$ cat config.mk
export PLATFORM = sky130hd
export DESIGN_NAME = io_port_ctrl
export DESIGN_NICKNAME = d
export VERILOG_FILES = /design/src/rtl/io_port_ctrl.sv
export SDC_FILE = /design/constraint.sdc
export NUM_CORES = 1
export LEC_CHECK = 0
export CORE_MARGIN = 4
export CORE_UTILIZATION = 45
export CTS_CLUSTER_SIZE = 28
export DETAILED_ROUTE_END_ITERATION = 12
export PLACE_DENSITY = 0.68
export SLEW_MARGIN = 20
export SYNTH_ARGS = -nofsm -noshare
export SYNTH_HDL_FRONTEND = slang
export SYNTH_SLANG_ARGS = --single-unit
$ cat constraint.sdc
create_clock -name clk -period 5.8 [get_ports clk]
set_input_delay 0.87 -clock clk [delete_from_list [all_inputs] [get_ports clk]]
set_output_delay 0.87 -clock clk [all_outputs]
set_load 0.02 [all_outputs]
$ cat src/rtl/io_port_ctrl.sv
// io_port_ctrl: memory-mapped I/O block with three ports.
//   P1: signed display register, shown in decimal on a 4-digit
//       multiplexed 7-segment display.
//   P2: debounced pushbutton with a sticky press flag (write clears).
//   P3: synchronized switch inputs (read-only).
module io_port_ctrl #(
    parameter int           N              = 8,
    parameter int           DEB_CYCLES     = 250000,
    parameter int           REFRESH_CYCLES = 50000,
    parameter logic [N-1:0] P1_ADDR        = 8'hFD,
    parameter logic [N-1:0] P2_ADDR        = 8'hFE,
    parameter logic [N-1:0] P3_ADDR        = 8'hFF
) (
    input  logic                clk,
    input  logic                rst_n,
    input  logic [N-1:0]        Addr,
    input  logic signed [N-1:0] WriteData,
    input  logic                WE,
    output logic [N-1:0]        ReadData,
    input  logic                btn_raw,
    input  logic [N-1:0]        sw_raw,
    output logic [6:0]          seg,
    output logic [3:0]          an
);

    // Counter widths sized so that the terminal value (CYCLES-1) fits.
    localparam int DEB_W = (DEB_CYCLES > 1) ? $clog2(DEB_CYCLES) : 1;
    localparam int REF_W = (REFRESH_CYCLES > 1) ? $clog2(REFRESH_CYCLES) : 1;
    localparam logic [DEB_W-1:0] DEB_LAST = DEB_W'(DEB_CYCLES - 1);
    localparam logic [REF_W-1:0] REF_LAST = REF_W'(REFRESH_CYCLES - 1);

    localparam logic [N-1:0] C_TEN = N'(10);
    localparam logic [N-1:0] C_HUN = N'(100);

    // Segment patterns, {g,f,e,d,c,b,a}, active-low.
    localparam logic [6:0] SEG_BLANK = 7'h7F;
    localparam logic [6:0] SEG_MINUS = 7'h3F;

    // Decimal digit to segment pattern; anything out of range is blank.
    function automatic logic [6:0] f_seg(input logic [N-1:0] v);
        logic [6:0] s;
        case (v)
            N'(0):   s = 7'h40;
            N'(1):   s = 7'h79;
            N'(2):   s = 7'h24;
            N'(3):   s = 7'h30;
            N'(4):   s = 7'h19;
            N'(5):   s = 7'h12;
            N'(6):   s = 7'h02;
            N'(7):   s = 7'h78;
            N'(8):   s = 7'h00;
            N'(9):   s = 7'h10;
            default: s = SEG_BLANK;
        endcase
        return s;
    endfunction

    // ------------------------------------------------------------------
    // Registers
    // ------------------------------------------------------------------
    logic signed [N-1:0] r_disp_reg;
    logic                r_btn_meta;
    logic                r_btn_sync;
    logic [N-1:0]        r_sw_meta;
    logic [N-1:0]        r_sw_sync;
    logic                r_btn_state;
    logic                r_press_flag;
    logic [DEB_W-1:0]    r_deb_cnt;
    logic [REF_W-1:0]    r_refresh_cnt;
    logic [1:0]          r_digit_idx;
    logic [6:0]          r_seg;
    logic [3:0]          r_an;

    // ------------------------------------------------------------------
    // Wires
    // ------------------------------------------------------------------
    logic         w_wr_p1;
    logic         w_wr_p2;
    logic         w_btn_differ;
    logic         w_deb_done;
    logic         w_btn_rise;
    logic [N-1:0] w_mag;
    logic [N-1:0] w_ones;
    logic [N-1:0] w_tens;
    logic [N-1:0] w_hund;
    logic         w_neg;
    logic         w_tens_blank;
    logic [6:0]   w_seg_next;
    logic [3:0]   w_an_next;

    assign w_wr_p1 = WE && (Addr == P1_ADDR);
    assign w_wr_p2 = WE && (Addr == P2_ADDR);

    // Display register: only writes to the display port land here.
    always_ff @(posedge clk or negedge rst_n) begin
        if (!rst_n) begin
            r_disp_reg <= '0;
        end else if (w_wr_p1) begin
            r_disp_reg <= WriteData;
        end
    end

    // Two-flop synchronizer for the pushbutton.
    always_ff @(posedge clk or negedge rst_n) begin
        if (!rst_n) begin
            r_btn_meta <= 1'b0;
            r_btn_sync <= 1'b0;
        end else begin
            r_btn_meta <= btn_raw;
            r_btn_sync <= r_btn_meta;
        end
    end

    // Two-flop synchronizer per switch bit; bits are independent inputs.
    generate
        for (genvar gi = 0; gi < N; gi++) begin : g_sw_sync
            // Synchronize switch bit gi.
            always_ff @(posedge clk or negedge rst_n) begin
                if (!rst_n) begin
                    r_sw_meta[gi] <= 1'b0;
                    r_sw_sync[gi] <= 1'b0;
                end else begin
                    r_sw_meta[gi] <= sw_raw[gi];
                    r_sw_sync[gi] <= r_sw_meta[gi];
                end
            end
        end
    endgenerate

    // The accepted state flips on the DEB_CYCLES-th consecutive cycle of
    // disagreement; a single agreeing cycle restarts the count.
    assign w_btn_differ = (r_btn_sync != r_btn_state);
    assign w_deb_done   = w_btn_differ && (r_deb_cnt == DEB_LAST);
    assign w_btn_rise   = w_deb_done && r_btn_sync;

    // Debounce counter and accepted button state.
    always_ff @(posedge clk or negedge rst_n) begin
        if (!rst_n) begin
            r_deb_cnt   <= '0;
            r_btn_state <= 1'b0;
        end else if (!w_btn_differ) begin
            r_deb_cnt <= '0;
        end else if (w_deb_done) begin
            r_deb_cnt   <= '0;
            r_btn_state <= r_btn_sync;
        end else begin
            r_deb_cnt <= r_deb_cnt + 1'b1;
        end
    end

    // Sticky press flag; a new press beats a simultaneous clear.
    always_ff @(posedge clk or negedge rst_n) begin
        if (!rst_n) begin
            r_press_flag <= 1'b0;
        end else if (w_btn_rise) begin
            r_press_flag <= 1'b1;
        end else if (w_wr_p2) begin
            r_press_flag <= 1'b0;
        end
    end

    // Combinational read mux; unmapped addresses read as zero.
    always_comb begin
        ReadData = '0;
        if (Addr == P1_ADDR) begin
            ReadData = r_disp_reg;
        end else if (Addr == P2_ADDR) begin
            ReadData = {{(N-2){1'b0}}, r_press_flag, r_btn_state};
        end else if (Addr == P3_ADDR) begin
            ReadData = r_sw_sync;
        end
    end

    // Refresh counter and digit index; index steps on counter wrap.
    always_ff @(posedge clk or negedge rst_n) begin
        if (!rst_n) begin
            r_refresh_cnt <= '0;
            r_digit_idx   <= 2'd0;
        end else if (r_refresh_cnt == REF_LAST) begin
            r_refresh_cnt <= '0;
            r_digit_idx   <= r_digit_idx + 2'd1;
        end else begin
            r_refresh_cnt <= r_refresh_cnt + 1'b1;
        end
    end

    // Magnitude of the signed value; the most negative value maps to its
    // unsigned bit pattern, which is the correct magnitude.
    assign w_neg  = r_disp_reg[N-1];
    assign w_mag  = w_neg ? (~$unsigned(r_disp_reg) + N'(1)) : $unsigned(r_disp_reg);
    assign w_ones = w_mag % C_TEN;
    assign w_tens = (w_mag / C_TEN) % C_TEN;
    assign w_hund = (w_mag / C_HUN) % C_TEN;
    assign w_tens_blank = (w_hund == '0) && (w_tens == '0);

    // Select the pattern and enable for the digit currently being scanned.
    always_comb begin
        w_seg_next = SEG_BLANK;
        w_an_next  = 4'hF;
        case (r_digit_idx)
            2'd0: begin
                w_an_next  = 4'b1110;
                w_seg_next = f_seg(w_ones);
            end
            2'd1: begin
                w_an_next  = 4'b1101;
                w_seg_next = w_tens_blank ? SEG_BLANK : f_seg(w_tens);
            end
            2'd2: begin
                w_an_next  = 4'b1011;
                w_seg_next = (w_hund == '0) ? SEG_BLANK : f_seg(w_hund);
            end
            default: begin
                w_an_next  = 4'b0111;
                w_seg_next = w_neg ? SEG_MINUS : SEG_BLANK;
            end
        endcase
    end

    // Registered display outputs, blanked while in reset.
    always_ff @(posedge clk or negedge rst_n) begin
        if (!rst_n) begin
            r_seg <= SEG_BLANK;
            r_an  <= 4'hF;
        end else begin
            r_seg <= w_seg_next;
            r_an  <= w_an_next;
        end
    end

    assign seg = r_seg;
    assign an  = r_an;

endmodule

**After elaboration in Yosys (flattened, before gate mapping)**

Memory sizes are Yosys's and may differ from the RTL's.
Cells that the tools add are included.

- $add $sub $neg: 4
- Divide/modulo/power cells: 5
- Equality and inequality tests: 8
- Mux-type cells: 17
- Bitwise logic cells: 1
- Reductions and logical operators: 13

Operators with widths:

| cell | number |
|---|---|
| 7-bit 2-to-1 mux | 6 |
| 18-bit 2-to-1 mux | 2 |
| 8-bit 2-to-1 mux | 4 |
| 8-bit == test (second input constant) | 3 |
| 8-bit by 4-bit modulo with 8-bit output (second input constant) | 3 |
| 7-bit one-hot mux with 3 select lines | 1 |
| 18-bit by 1-bit adder with 18-bit output (second input constant) | 1 |
| 18-bit == test (second input constant) | 1 |
| 16-bit by 1-bit adder with 16-bit output (second input constant) | 1 |
| 16-bit == test (second input constant) | 1 |
| 8-bit logical NOT | 2 |
| 16-bit 2-to-1 mux | 1 |
| 4-bit logical NOT | 3 |
| 4-bit one-hot mux with 3 select lines | 1 |
| 8-bit by 1-bit adder with 8-bit output (second input constant) | 1 |
| 8-bit by 4-bit divider with 8-bit output (second input constant) | 1 |
| 8-bit by 7-bit divider with 8-bit output (second input constant) | 1 |
| 8-bit NOT | 1 |
| 1-bit logical AND | 5 |
| 2-bit by 1-bit adder with 2-bit output (second input constant) | 1 |
| 2-bit by 1-bit == test with 1-bit output (second input constant) | 1 |
| 2-bit == test (second input constant) | 1 |
| 2-bit logical NOT | 1 |
| 1-bit 2-to-1 mux | 2 |
| 3 further kinds | 3 |

- Register bits after elaboration: 75
- ROM bits: 336
- Input bits: 28
- Output and inout bits: 19
- Logic and storage cells: 77
- Memories kept: 3

Memory list:

| name | words | bits a word | rd ports | clocked after memory_dff | write ports | RTL line | text |
|---|---|---|---|---|---|---|---|
| (no name shown) | 16 | 7 | 1 | 0 | 0 | 42 | `case (v)` |
| (no name shown) | 16 | 7 | 1 | 0 | 0 | 42 |  |
| (no name shown) | 16 | 7 | 1 | 0 | 0 | 42 |  |

**Depth between registers and ports, before layout**

Gate-level depths: netlist of the first run.

- Depth after elaboration: 9
- Gate-level depth with buffers: 19

**Worst setup path before layout of the first run**

Ideal clock, no wire load.

- Path type: reg2reg
- From: register r_disp_reg[0]
- To: register r_seg[4] (netlist: seg[4])
- Setup time: 0.095 ns
- Arrival time: 4.061 ns
- Data required time: 5.705 ns
- Setup slack: 1.644 ns
- Stages on the path, launching flop included: 17
- Period minus slack after synthesis: 4.156 ns
- Cells stage by stage: dfrtp_1 > inv_1 > ha_1 > nor3b_4 > a221oi_2 > and2_1 > mux2_2 > o211ai_4 > inv_2 > nor2_1 > nor2_1 > ha_1 > nor2_1 > a2bb2oi_1 > a21oi_1 > a2111oi_0 > o211ai_1

- Word-level cells in the longest chain between the ends: 9
- Elaborated cells between the ends (all ways): 23

RTL lines:

| element | RTL line | text |
|---|---|---|
| from (decl) | 61 | `logic signed [N-1:0] r_disp_reg;` |
| from (signal assigned) | 99 | `r_disp_reg <= WriteData;` |
| 8-bit NOT | 190 | `assign w_mag = w_neg ? (~$unsigned(r_disp_reg) + N'(1)) : $unsigned(r_disp_reg);` |
| 8-bit by 1-bit adder with 8-bit output | 190 |  |
| 8-bit 2-to-1 mux * | 190 |  |
| 8-bit by 7-bit divider with 8-bit output or 8-bit by 4-bit divider with 8-bit output (tied branches) | 193, 192 |  |
| 8-bit by 4-bit modulo with 8-bit output (on tied branches) | 193, 192 |  |
| memory 16 x 7 bit (tied with other cells) | -- |  |
| 7-bit 2-to-1 mux or 1-bit logical AND (tied branches) | 42, 194 |  |
| 7-bit 2-to-1 mux (on tied branches) | 211, 207 |  |
| 7-bit one-hot mux with 3 select lines * | 200 | `case (r_digit_idx)` |
| named net w_seg_next[4] | 88 | `logic [6:0] w_seg_next;` |
| to (signal assigned) | 226 | `r_seg <= w_seg_next;` |
| to (decl) | 71 | `logic [6:0] r_seg;` |

Mark *: on every way through the listed nets, which the timed path passes. The rest lies on a longest branch.
A chain may end at the register's enable or synchronous reset.

**Worst setup path after layout of the first run**

Same ends and word-level chain as after synthesis.

==> flow_metrics.py, run 1 <==
metrics = {
    "critical_path": {
        "crit_fanout": 10,
        "start_kind": "flip-flop",
        "arrival_ns": 5.27,
        "required_ns": 6.05,
        "endpoint_kind": "flip-flop",
        "worst-setup-path-type": "flip-flop to flip-flop",
    },
    "drt": {
        "viasPerCell": 5.62,
        "drtIter0Drc": 236,
        "dr.pass1.iters": 5,
        "vias": 3889,
        "drc": 0,
        "antenna_left": 0,
        "wirelength_mm": 10.8,
        "routedWlPerCell_um": 15.6,
    },
    "clocking": {
        "holdBufCountCts": 0,
        "cts_setup_buffers": 0,
        "clock_sinks": 75,
        "clk_latency_ns": 0.34,
        "cts_resized": 0,
        "clockBufferDepth": 2,
        "cts_tree": "done",
        "clock_tree.root_cell": "clkbuf_8",
        "cts-buffers-inserted": 9,
        "cts_htree_levels": 3,
        "clkSlewWorstSetupHoldPaths_ns": 0.07,
    },
    "power_and_ir_drop": {
        "p_per_area_nw_per_um2": 278,
        "leakage_nw": 2.39,
        "peakVddDrop_mv": 0.216,
    },
    "sta": {
        "final.min_clock_period_ns": 5.02,
        "fin_crit_sh_pct": 86.6,
        "worst-slew-pin-transition_ns": 0.903,
        "fin_skew_ns": 0.0118,
        "setup_viol": 0,
        "maxSlewHeadroom_pct": 39.8,
        "setup_tns_ns": 0,
        "rsz0062_at_grt": "no",
        "hold_viol_final": 0,
        "drv_slew": 0,
        "max_clock_freq_mhz": 199,
    },
    "global_route": {
        "grt.met2_usage_pct": 29.3,
        "track_usage_pct": 17.6,
        "grt_pass1_vias": 3761,
        "grt_use_met3_pct": 3.06,
        "antenna_found_initial": 0,
        "grt_remaining_overflow": 0,
        "use_met1_pct": 22.9,
        "grt_pass1_wl_mm": 18.1,
        "grt_max_degree": 76,
        "busiest_layer": "met2",
    },
    "die": {
        "die_area_um2": 12400,
        "die_w_um": 111,
        "pin_count": 47,
        "core_um2": 10400,
        "row_count": 37,
        "start_util_pct": 46.3,
        "fp.dieH_um": 111,
    },
    "final_layout": {
        "nets": 605,
        "diodes": 0,
        "largestRegisters": "r_deb_cnt: 18 flops, r_refresh_cnt: 16 flops",
        "area_delta_synth_final_pct": 16.5,
        "final_cell_mix": "dfrtp_1 (64), nor2_1 (57), clkdlybuf4s50_1 (45)",
        "drive_above_1_share_pct": 13.3,
        "layout_commonest_cell": "dfrtp_1",
        "fin_area_um2": 5600,
        "largest_reg_flops": 18,
        "largest-register": "r_deb_cnt",
    },
    "run_status": {
        "status": "completed",
    },
    "yosys": {
        "synth_cell_type_count": 89,
        "syn_avg_cell_area_um2": 9.49,
        "synthFlopType": "dfrtp_1",
        "ys_ff_latch": 75,
        "async_reset_ff_share_pct": 100,
        "ys_warn_count": 0,
        "synth_cells": 506,
        "synth_edf_count": 0,
        "syn-num-nets": 560,
        "synth_area_um2": 4800,
        "synth-seq-area-share_pct": 39.4,
    },
    "place": {
        "gp_congestion": 0.976,
        "hpwl_mm": 8.12,
        "port_buffers": 46,
        "postPlaceCellArea_um2": 5380,
    },
    "run": {
        "drv_cap": 0,
    },
    "hold_path": {
        "hold_path.class": "flip-flop to flip-flop",
    },
}
## stage by stage
step	std cells	power, mW	setup slack, ns	utilization (%)	hold slack (ns)
3_3_place_gp	676	1.12	1.10	51.9	0.334
5_1_grt	692	1.65	0.473	54.0	0.353
2_1_floorplan	506	0.965	1.64	-	0.331
6_report	692	1.55	0.777	54.0	0.343
3_5_place_dp	676	1.12	0.895	51.9	0.340
4_1_cts	692	1.56	0.862	54.0	0.353
## routing by layer
layer | wire [µm] | part of all wire (%) | vias up
li1 | - | - | 1920
met4 | 248 | 2.3 | 0
met5 | 0 | 0 | -
met3 | 473 | 4.4 | 23
met2 | 5230 | 48 | 89
met1 | 4840 | 45 | 1857
## report_power, final
part | switching (mW) | leakage [nW] | internal, mW | total, mW
logic | 0.302 | 1.35 | 0.216 | 0.519
registers | 0.0253 | 0.931 | 0.576 | 0.601
clock network | 0.182 | 0.107 | 0.252 | 0.434
## final cells by class
cell class                 instances  area, µm²
clock inverter                     5       76.3
clock buffer                      11        141
timing repair buffer              47        465
tap                              136        170
sequential                        75       1890
multi-input combinational        387       2740
inverter                          31        116
fill                             944       4770
## cell families after synthesis
group	after synthesis	synth area share, %
fa+ha+maj	27	7.01
buf+inv	44	3.67
simple gates	199	21.7
compound gates	109	18.0
mux	17	3.73
flops	75	39.4
xor+xnor	35	6.54
## cell usage after synthesis (3+ instances only)
cell	number	area, µm²
ha_1	26	325
a21boi_0	4	30.0
mux2_2	7	78.8
o21ai_0	22	110
inv_2	5	18.8
xor2_1	16	140
a21oi_1	13	65.1
nand2_1	36	135
xnor2_1	18	158
nor2_1	57	214
a221oi_2	3	45.0
nand2b_1	6	37.5
nand3_1	26	130
o211ai_1	3	22.5
a22oi_1	5	37.5
clkbuf_1	9	33.8
dfrtp_1	64	1600
nand4_1	6	37.5
dfstp_2	11	289
nor3_1	12	60.1
o21ai_1	5	25.0
mux2i_1	10	100
and3_1	15	93.8
nor2b_1	7	43.8
o2111ai_1	4	35.0
o31a_1	3	26.3
nor4_1	5	31.3
inv_1	26	97.6
and2_1	6	37.5
## critical path: stages (launching register included)
cell and delay [ns]:
dfrtp_1 0.60, inv_1 0.20, ha_1 0.31, nor3b_4 0.20
a221oi_2 0.43, and2_1 0.27, mux2_2 0.40, o211ai_4 0.36
inv_2 0.12, nor2_1 0.21, nor2_1 0.11, ha_1 0.34
nor2_1 0.16, a2bb2oi_1 0.37, a21oi_1 0.11, a2111oi_0 0.56
o211ai_1 0.18
## final timing paths
path                                      startpoint                           to  slack, ns  cells past startpoint
min reg2reg                   r_sw_meta[5]$_DFF_PN0_       r_sw_sync[5]$_DFF_PN0_       0.34                      0
min                           r_sw_meta[5]$_DFF_PN0_       r_sw_sync[5]$_DFF_PN0_       0.34                      0
max in group asynchronous                      rst_n    r_disp_reg[2]$_DFFE_PN0P_       4.55                      1
min in group asynchronous                      rst_n  r_refresh_cnt[13]$_DFF_PN0_       0.65                      1
max reg2reg                r_disp_reg[0]$_DFFE_PN0P_             seg[4]$_DFF_PN1_       0.78                     16
max                        r_disp_reg[0]$_DFFE_PN0P_             seg[4]$_DFF_PN1_       0.78                     16
Power figures use the tool's default switching activity.
==> inputs of run 2 (changes only) <==
--- a/config.mk
+++ b/config.mk
@@ -9,7 +9,7 @@
 export CORE_UTILIZATION = 45
 export CTS_CLUSTER_SIZE = 28
 export DETAILED_ROUTE_END_ITERATION = 12
-export PLACE_DENSITY = 0.68
+export PLACE_DENSITY = 0.66
 export SLEW_MARGIN = 20
 export SYNTH_ARGS = -nofsm -noshare
 export SYNTH_HDL_FRONTEND = slang
==> constraint.sdc (replaced) <==
create_clock -name clk -period 5.8 [get_ports clk]
set_input_delay 1.16 -clock clk [delete_from_list [all_inputs] [get_ports clk]]
set_output_delay 1.16 -clock clk [all_outputs]
set_load 0.02 [all_outputs]
==> run 2 against run 1 <==
Non-clock buffer count stayed put; first-iteration DRC count is 22% lower; critical path depth stayed put; die area stayed put; global-route usage is 0.072 points lower; register-to-register slack better by 0.15 ns; clock skew is 0.0011 ns higher; sequential power hardly changed.
==> flow_metrics.py, run 2 (same netlist as run 1, synthesis figures left out) <==
metrics = {
    "run_status": {
        "status": "completed",
    },
    "place": {
        "gp_congestion": 0.937,
        "port_buffers": 46,
        "hpwl_mm": 8.04,
    },
    "global_route": {
        "grt_max_degree": 76,
        "grt_remaining_overflow": 0,
        "antenna_found_initial": 0,
        "grt_pass1_vias": 3740,
        "track_usage_pct": 17.5,
        "grt_pass1_wl_mm": 18.1,
    },
    "critical_path": {
        "crit_chain": "inv_1 -> ha_1 -> nand2b_1 -> xor2_1 -> nand2_1 -> o21ai_1 -> o211ai_4 -> inv_2 -> nor2_1 -> nor2_1 -> ha_1 -> nor2_1 -> a2bb2oi_1 -> a21oi_1 -> a2111oi_0 -> o211ai_1",
        "crit_fanout": 10,
        "worst-setup-path-type": "flip-flop to flip-flop",
        "worstReg2RegEnd": "seg[4]$_DFF_PN1_",
        "start_kind": "flip-flop",
        "critPathBufInv": 2,
        "reg2reg_slack_ns": 0.93,
        "critPathMaxStageDelay_ns": 0.65,
        "critPathTopFamily": "compound AO/OA/AOI/OAI gates",
        "reg2reg_depth": 16,
        "reg2reg_from": "r_disp_reg[0]$_DFFE_PN0P_",
        "required_ns": 6.07,
        "slowest_stage": "xor2_1",
        "endpoint_kind": "flip-flop",
        "arrival_ns": 5.14,
        "crit_top_cell": "nor2_1",
    },
    "clocking": {
        "cts-buffers-inserted": 9,
        "cts_htree_levels": 3,
        "cts_tree": "done",
        "clk_latency_ns": 0.35,
        "clock_sinks": 75,
        "clkSlewWorstSetupHoldPaths_ns": 0.09,
        "clockBufferDepth": 2,
        "clock_tree.root_cell": "clkbuf_8",
        "holdBufCountCts": 0,
        "cts_resized": 0,
        "cts_setup_buffers": 0,
    },
    "die": {
        "fp.dieH_um": 111,
        "die_area_um2": 12400,
        "core_um2": 10400,
        "start_util_pct": 46.3,
        "row_count": 37,
        "die_w_um": 111,
        "pin_count": 47,
    },
    "hold_path": {
        "whs_path_depth": 0,
        "hold_path.class": "flip-flop to flip-flop",
        "hold_end": "r_sw_sync[3]$_DFF_PN0_",
        "hold_start": "r_sw_meta[3]$_DFF_PN0_",
    },
    "sta": {
        "final.min_clock_period_ns": 4.87,
        "whs_ns": 0.356,
        "setup_tns_ns": 0,
        "max_clock_freq_mhz": 205,
        "worst-slew-pin-transition_ns": 0.911,
        "maxSlewHeadroom_pct": 39.2,
        "drv_slew": 0,
        "fin_crit_sh_pct": 84.0,
        "rsz0062_at_grt": "no",
        "setup_viol": 0,
        "fin_skew_ns": 0.0128,
        "hold_viol_final": 0,
    },
    "final_layout": {
        "diodes": 0,
        "nets": 605,
        "largestRegisters": "r_deb_cnt: 18 flops, r_refresh_cnt: 16 flops",
        "area_delta_synth_final_pct": 15.9,
        "largest_reg_flops": 18,
        "final_cell_mix": "dfrtp_1 (64), nor2_1 (57), clkdlybuf4s50_1 (45)",
        "layout_commonest_cell": "dfrtp_1",
        "drive_above_1_share_pct": 13.7,
        "largest-register": "r_deb_cnt",
    },
    "drt": {
        "routedWlPerCell_um": 15.7,
        "antenna_left": 0,
        "viasPerCell": 5.61,
        "vias": 3884,
        "dr.pass1.iters": 7,
        "drc": 0,
        "wirelength_mm": 10.9,
        "drtIter0Drc": 185,
    },
    "power_and_ir_drop": {
        "p_per_area_nw_per_um2": 271,
        "leakage_nw": 2.38,
        "peakVddDrop_mv": 0.159,
    },
    "run": {
        "drv_cap": 0,
    },
}
==> run 2: changes by cell type in the layout (fill, tap and decap cells not counted) <==
cell,change
clkinv_1,-1
bufinv_16,-2
clkbuf_1,-1
inv_6,+4
clkbuf_8,-1
inv_8,+2
clkinv_2,-1
==> run 2: layout make-up <==
class / count / area, µm²
clock buffers: 9 / 124
clock inverters: 7 / 65.1
fillers: 946 / 4800
inverters: 31 / 116
multi-input cells: 387 / 2740
flip-flops and latches: 75 / 1890
well taps: 136 / 170
repair buffers: 47 / 465
==> run 2: how the worst max path moves through the flow <==
| stage | start | endpoint | slack [ns] | cells after the start |
|---|---|---|---|---|
| 2_1_floorplan | r_disp_reg[0]$_DFFE_PN0P_ | seg[4]$_DFF_PN1_ | 1.64 | 16 |
| 3_3_place_gp | r_disp_reg[0]$_DFFE_PN0P_ | seg[4]$_DFF_PN1_ | 1.07 | 16 |
| 3_5_place_dp | r_disp_reg[0]$_DFFE_PN0P_ | seg[4]$_DFF_PN1_ | 0.99 | 16 |
| 4_1_cts | r_disp_reg[0]$_DFFE_PN0P_ | seg[4]$_DFF_PN1_ | 0.98 | 16 |
| 5_1_grt | r_disp_reg[0]$_DFFE_PN0P_ | seg[4]$_DFF_PN1_ | 0.48 | 16 |
| 6_report | r_disp_reg[0]$_DFFE_PN0P_ | seg[4]$_DFF_PN1_ | 0.93 | 16 |
==> run 2: power by group <==
part	internal, mW	switching, mW	total [mW]
clock	0.167	0.223	0.390
sequential	0.576	0.0257	0.601
combinational	0.216	0.301	0.516
total	0.959	0.549	1.51
==> run 2: worst reg2reg max path, delay by kind of cell, from the launching register on <==
kind / cells / cell delay (ns)
AOI/OAI and AO/OA: 6 / 1.69
xor gates and xnor gates: 1 / 0.65
adders and majority gates: 2 / 0.60
buffers and inverters: 2 / 0.36
DFF: 1 / 0.61
and+or+nand+nor: 5 / 0.90
==> run 2: per-layer routing <==
layer	up-vias	share of wire, %	track usage, %
met5	-	0	0
met4	0	2.5	6.49
met3	23	3.3	2.84
met2	85	47	27.8
met1	1858	47	24.1
li1	1918	-	-
==> run 2: per-stage QoR <==
step | cell area [µm²] | total power, mW | instances | worst slack (ns) | util [%]
2_1_floorplan | 4800 | 0.965 | 506 | 1.64 | -
3_3_place_gp | 5380 | 1.12 | 676 | 1.07 | 51.9
3_5_place_dp | 5380 | 1.12 | 676 | 0.987 | 51.9
4_1_cts | 5570 | 1.52 | 692 | 0.983 | 53.7
5_1_grt | 5570 | 1.61 | 692 | 0.485 | 53.7
6_report | 5570 | 1.51 | 692 | 0.930 | 53.7
==> inputs of run 3 (changes only) <==
==> constraint.sdc (replaced) <==
create_clock -name clk -period 4.86 [get_ports clk]
set_input_delay 0.972 -clock clk [delete_from_list [all_inputs] [get_ports clk]]
set_output_delay 0.972 -clock clk [all_outputs]
set_load 0.02 [all_outputs]
==> run 3 against run 2 <==
Worst hold slack worse by 0.0045 ns; sequential cell count did not move; via count rose by 0.51%; largest power group unchanged; non-clock buffer count increased by 5.
==> flow_metrics.py, run 3 (same netlist as run 1, synthesis figures left out) <==
metrics = {
    "place": {
        "gp_congestion": 0.929,
        "place_ws_ns": 0.293,
        "port_buffers": 46,
        "post-place-cells": 681,
        "hpwl_mm": 8.15,
    },
    "final_layout": {
        "drive_above_1_share_pct": 14.4,
        "nets": 610,
        "final_cell_mix": "dfrtp_1 (63), nor2_1 (57), clkdlybuf4s50_1 (45)",
        "layout_commonest_cell": "dfrtp_1",
        "largest-register": "r_deb_cnt",
        "largestRegisters": "r_deb_cnt: 18 flops, r_refresh_cnt: 16 flops",
        "largest_reg_flops": 18,
        "diodes": 0,
        "area_delta_synth_final_pct": 17.5,
        "fillers": 945,
        "fin_cells": 697,
    },
    "clocking": {
        "clock_sinks": 75,
        "clockBufferDepth": 2,
        "cts-buffers-inserted": 9,
        "cts_htree_levels": 3,
        "clkSlewWorstSetupHoldPaths_ns": 0.07,
        "cts_tree": "done",
        "cts_setup_buffers": 0,
        "clk_latency_ns": 0.33,
        "clock_tree.root_cell": "clkbuf_8",
    },
    "hold_path": {
        "hold_start": "r_sw_meta[5]$_DFF_PN0_",
        "hold_end": "r_sw_sync[5]$_DFF_PN0_",
        "hold_path.class": "flip-flop to flip-flop",
        "whs_path_depth": 0,
    },
    "sta": {
        "fin_skew_ns": 0.00888,
        "max_clock_freq_mhz": 222,
        "setup_viol": 0,
        "drv_slew": 0,
        "rsz0062_at_grt": "no",
        "fin_crit_sh_pct": 92.8,
        "setup_tns_ns": 0,
        "final.min_clock_period_ns": 4.51,
        "hold_viol_final": 0,
        "maxSlewHeadroom_pct": 39.5,
        "worst-slew-pin-transition_ns": 0.907,
        "fin_ws_ns": 0.350,
    },
    "drt": {
        "drc": 0,
        "wirelength_mm": 10.8,
        "vias": 3904,
        "drtIter0Drc": 245,
        "antenna_left": 0,
        "viasPerCell": 5.60,
        "routedWlPerCell_um": 15.5,
        "dr.pass1.iters": 5,
    },
    "power_and_ir_drop": {
        "p_per_area_nw_per_um2": 329,
        "peakVddDrop_mv": 0.191,
        "leakage_nw": 2.41,
    },
    "critical_path": {
        "crit_fanout": 10,
        "start_kind": "flip-flop",
        "crit_chain": "inv_1 -> ha_1 -> or3b_2 -> nand3_2 -> and2_1 -> mux2_2 -> o211ai_4 -> inv_2 -> maj3_2 -> a21oi_2 -> nand2_1 -> inv_1 -> ha_1 -> nand2_1 -> or3_1 -> nand3_1 -> a21oi_1 -> o32ai_1",
        "critPathMaxStageDelay_ns": 0.52,
        "worst-setup-path-type": "flip-flop to flip-flop",
        "critPathTopFamily": "simple AND/OR/NAND/NOR gates",
        "required_ns": 5.09,
        "critPathLaunch": "r_disp_reg[1]$_DFFE_PN0P_",
        "worstReg2RegEnd": "seg[6]$_DFF_PN1_",
        "reg2reg_from": "r_disp_reg[1]$_DFFE_PN0P_",
        "slowest_stage": "or3b_2",
        "critPathBufInv": 3,
        "arrival_ns": 4.74,
        "reg2reg_slack_ns": 0.35,
        "reg2reg_depth": 18,
        "endpoint_kind": "flip-flop",
    },
    "die": {
        "die_area_um2": 12400,
        "fp.dieH_um": 111,
        "start_util_pct": 46.3,
        "core_um2": 10400,
        "die_w_um": 111,
        "pin_count": 47,
        "row_count": 37,
    },
    "global_route": {
        "grt_pass1_vias": 3892,
        "grt_max_degree": 76,
        "track_usage_pct": 17.8,
        "grt_pass1_wl_mm": 18.6,
        "grt_remaining_overflow": 0,
        "antenna_found_initial": 0,
    },
    "run_status": {
        "status": "completed",
    },
    "run": {
        "drv_cap": 0,
    },
}
## run 3: cell count changes in the layout (fill, tap and decap cells not counted), sizes merged
cell    delta
buf        +5
bufinv     +2
clkbuf     +2
clkinv     +2
inv        -6
## run 3: worst register-to-register path: stages (launching register included)
cell and delay [ns]:
dfrtp_2 0.47, inv_1 0.11, ha_1 0.27, or3b_2 0.52
nand3_2 0.14, and2_1 0.22, mux2_2 0.40, o211ai_4 0.34
inv_2 0.12, maj3_2 0.32, a21oi_2 0.20, nand2_1 0.13
inv_1 0.14, ha_1 0.22, nand2_1 0.05, or3_1 0.34
nand3_1 0.17, a21oi_1 0.11, o32ai_1 0.14
## run 3: metal layers
metal	wire, µm	global-route usage [%]	part of all wire, %	vias to the layer above
met5	0	0	0	-
met4	270	6.16	2.5	0
met3	279	2.62	2.6	23
met2	5190	28.7	48	84
met1	5050	24.6	47	1880
li1	-	-	-	1917
## run 3: final cells by class
type                       instances  area, µm²  area share [%]
clock buffer                      11        141            2.51
timing repair buffer              52        503            8.92
inverter                          31        116            2.06
sequential                        75       1890            33.5
clock inverter                     5       76.3            1.35
multi-input combinational        387       2740            48.6
tap                              136        170            3.02
## run 3: repair_timing
item / in CTS / in global routing
setup endpoints to repair: 0 / 6
gates resized for setup: 0 / 2
hold buffers: 0 / 0
## run 3: where the power goes
group	leakage [nW]	internal, mW	switching, mW
logic	1.38	0.264	0.364
registers	0.931	0.687	0.0226
clock network	0.107	0.301	0.215
## run 3: per-stage QoR
stage	hold slack, ns	area (µm²)	power (mW)	util (%)
6_report	0.352	5640	1.85	54.4
5_1_grt	0.357	5640	1.97	54.4
4_1_cts	0.351	5630	1.87	54.3
3_5_place_dp	0.335	5420	1.34	52.2
3_3_place_gp	0.333	5420	1.33	52.2
2_1_floorplan	0.331	4800	1.15	-
## run 3: how the worst max path moves through the flow
stage          cells after the start               end  slack (ns)
2_1_floorplan                     16  seg[4]$_DFF_PN1_        0.70
3_3_place_gp                      16  seg[6]$_DFF_PN1_        0.49
3_5_place_dp                      16  seg[4]$_DFF_PN1_        0.29
4_1_cts                           18  seg[6]$_DFF_PN1_        0.31
5_1_grt                           18  seg[6]$_DFF_PN1_       0.008
6_report                          18  seg[6]$_DFF_PN1_        0.35
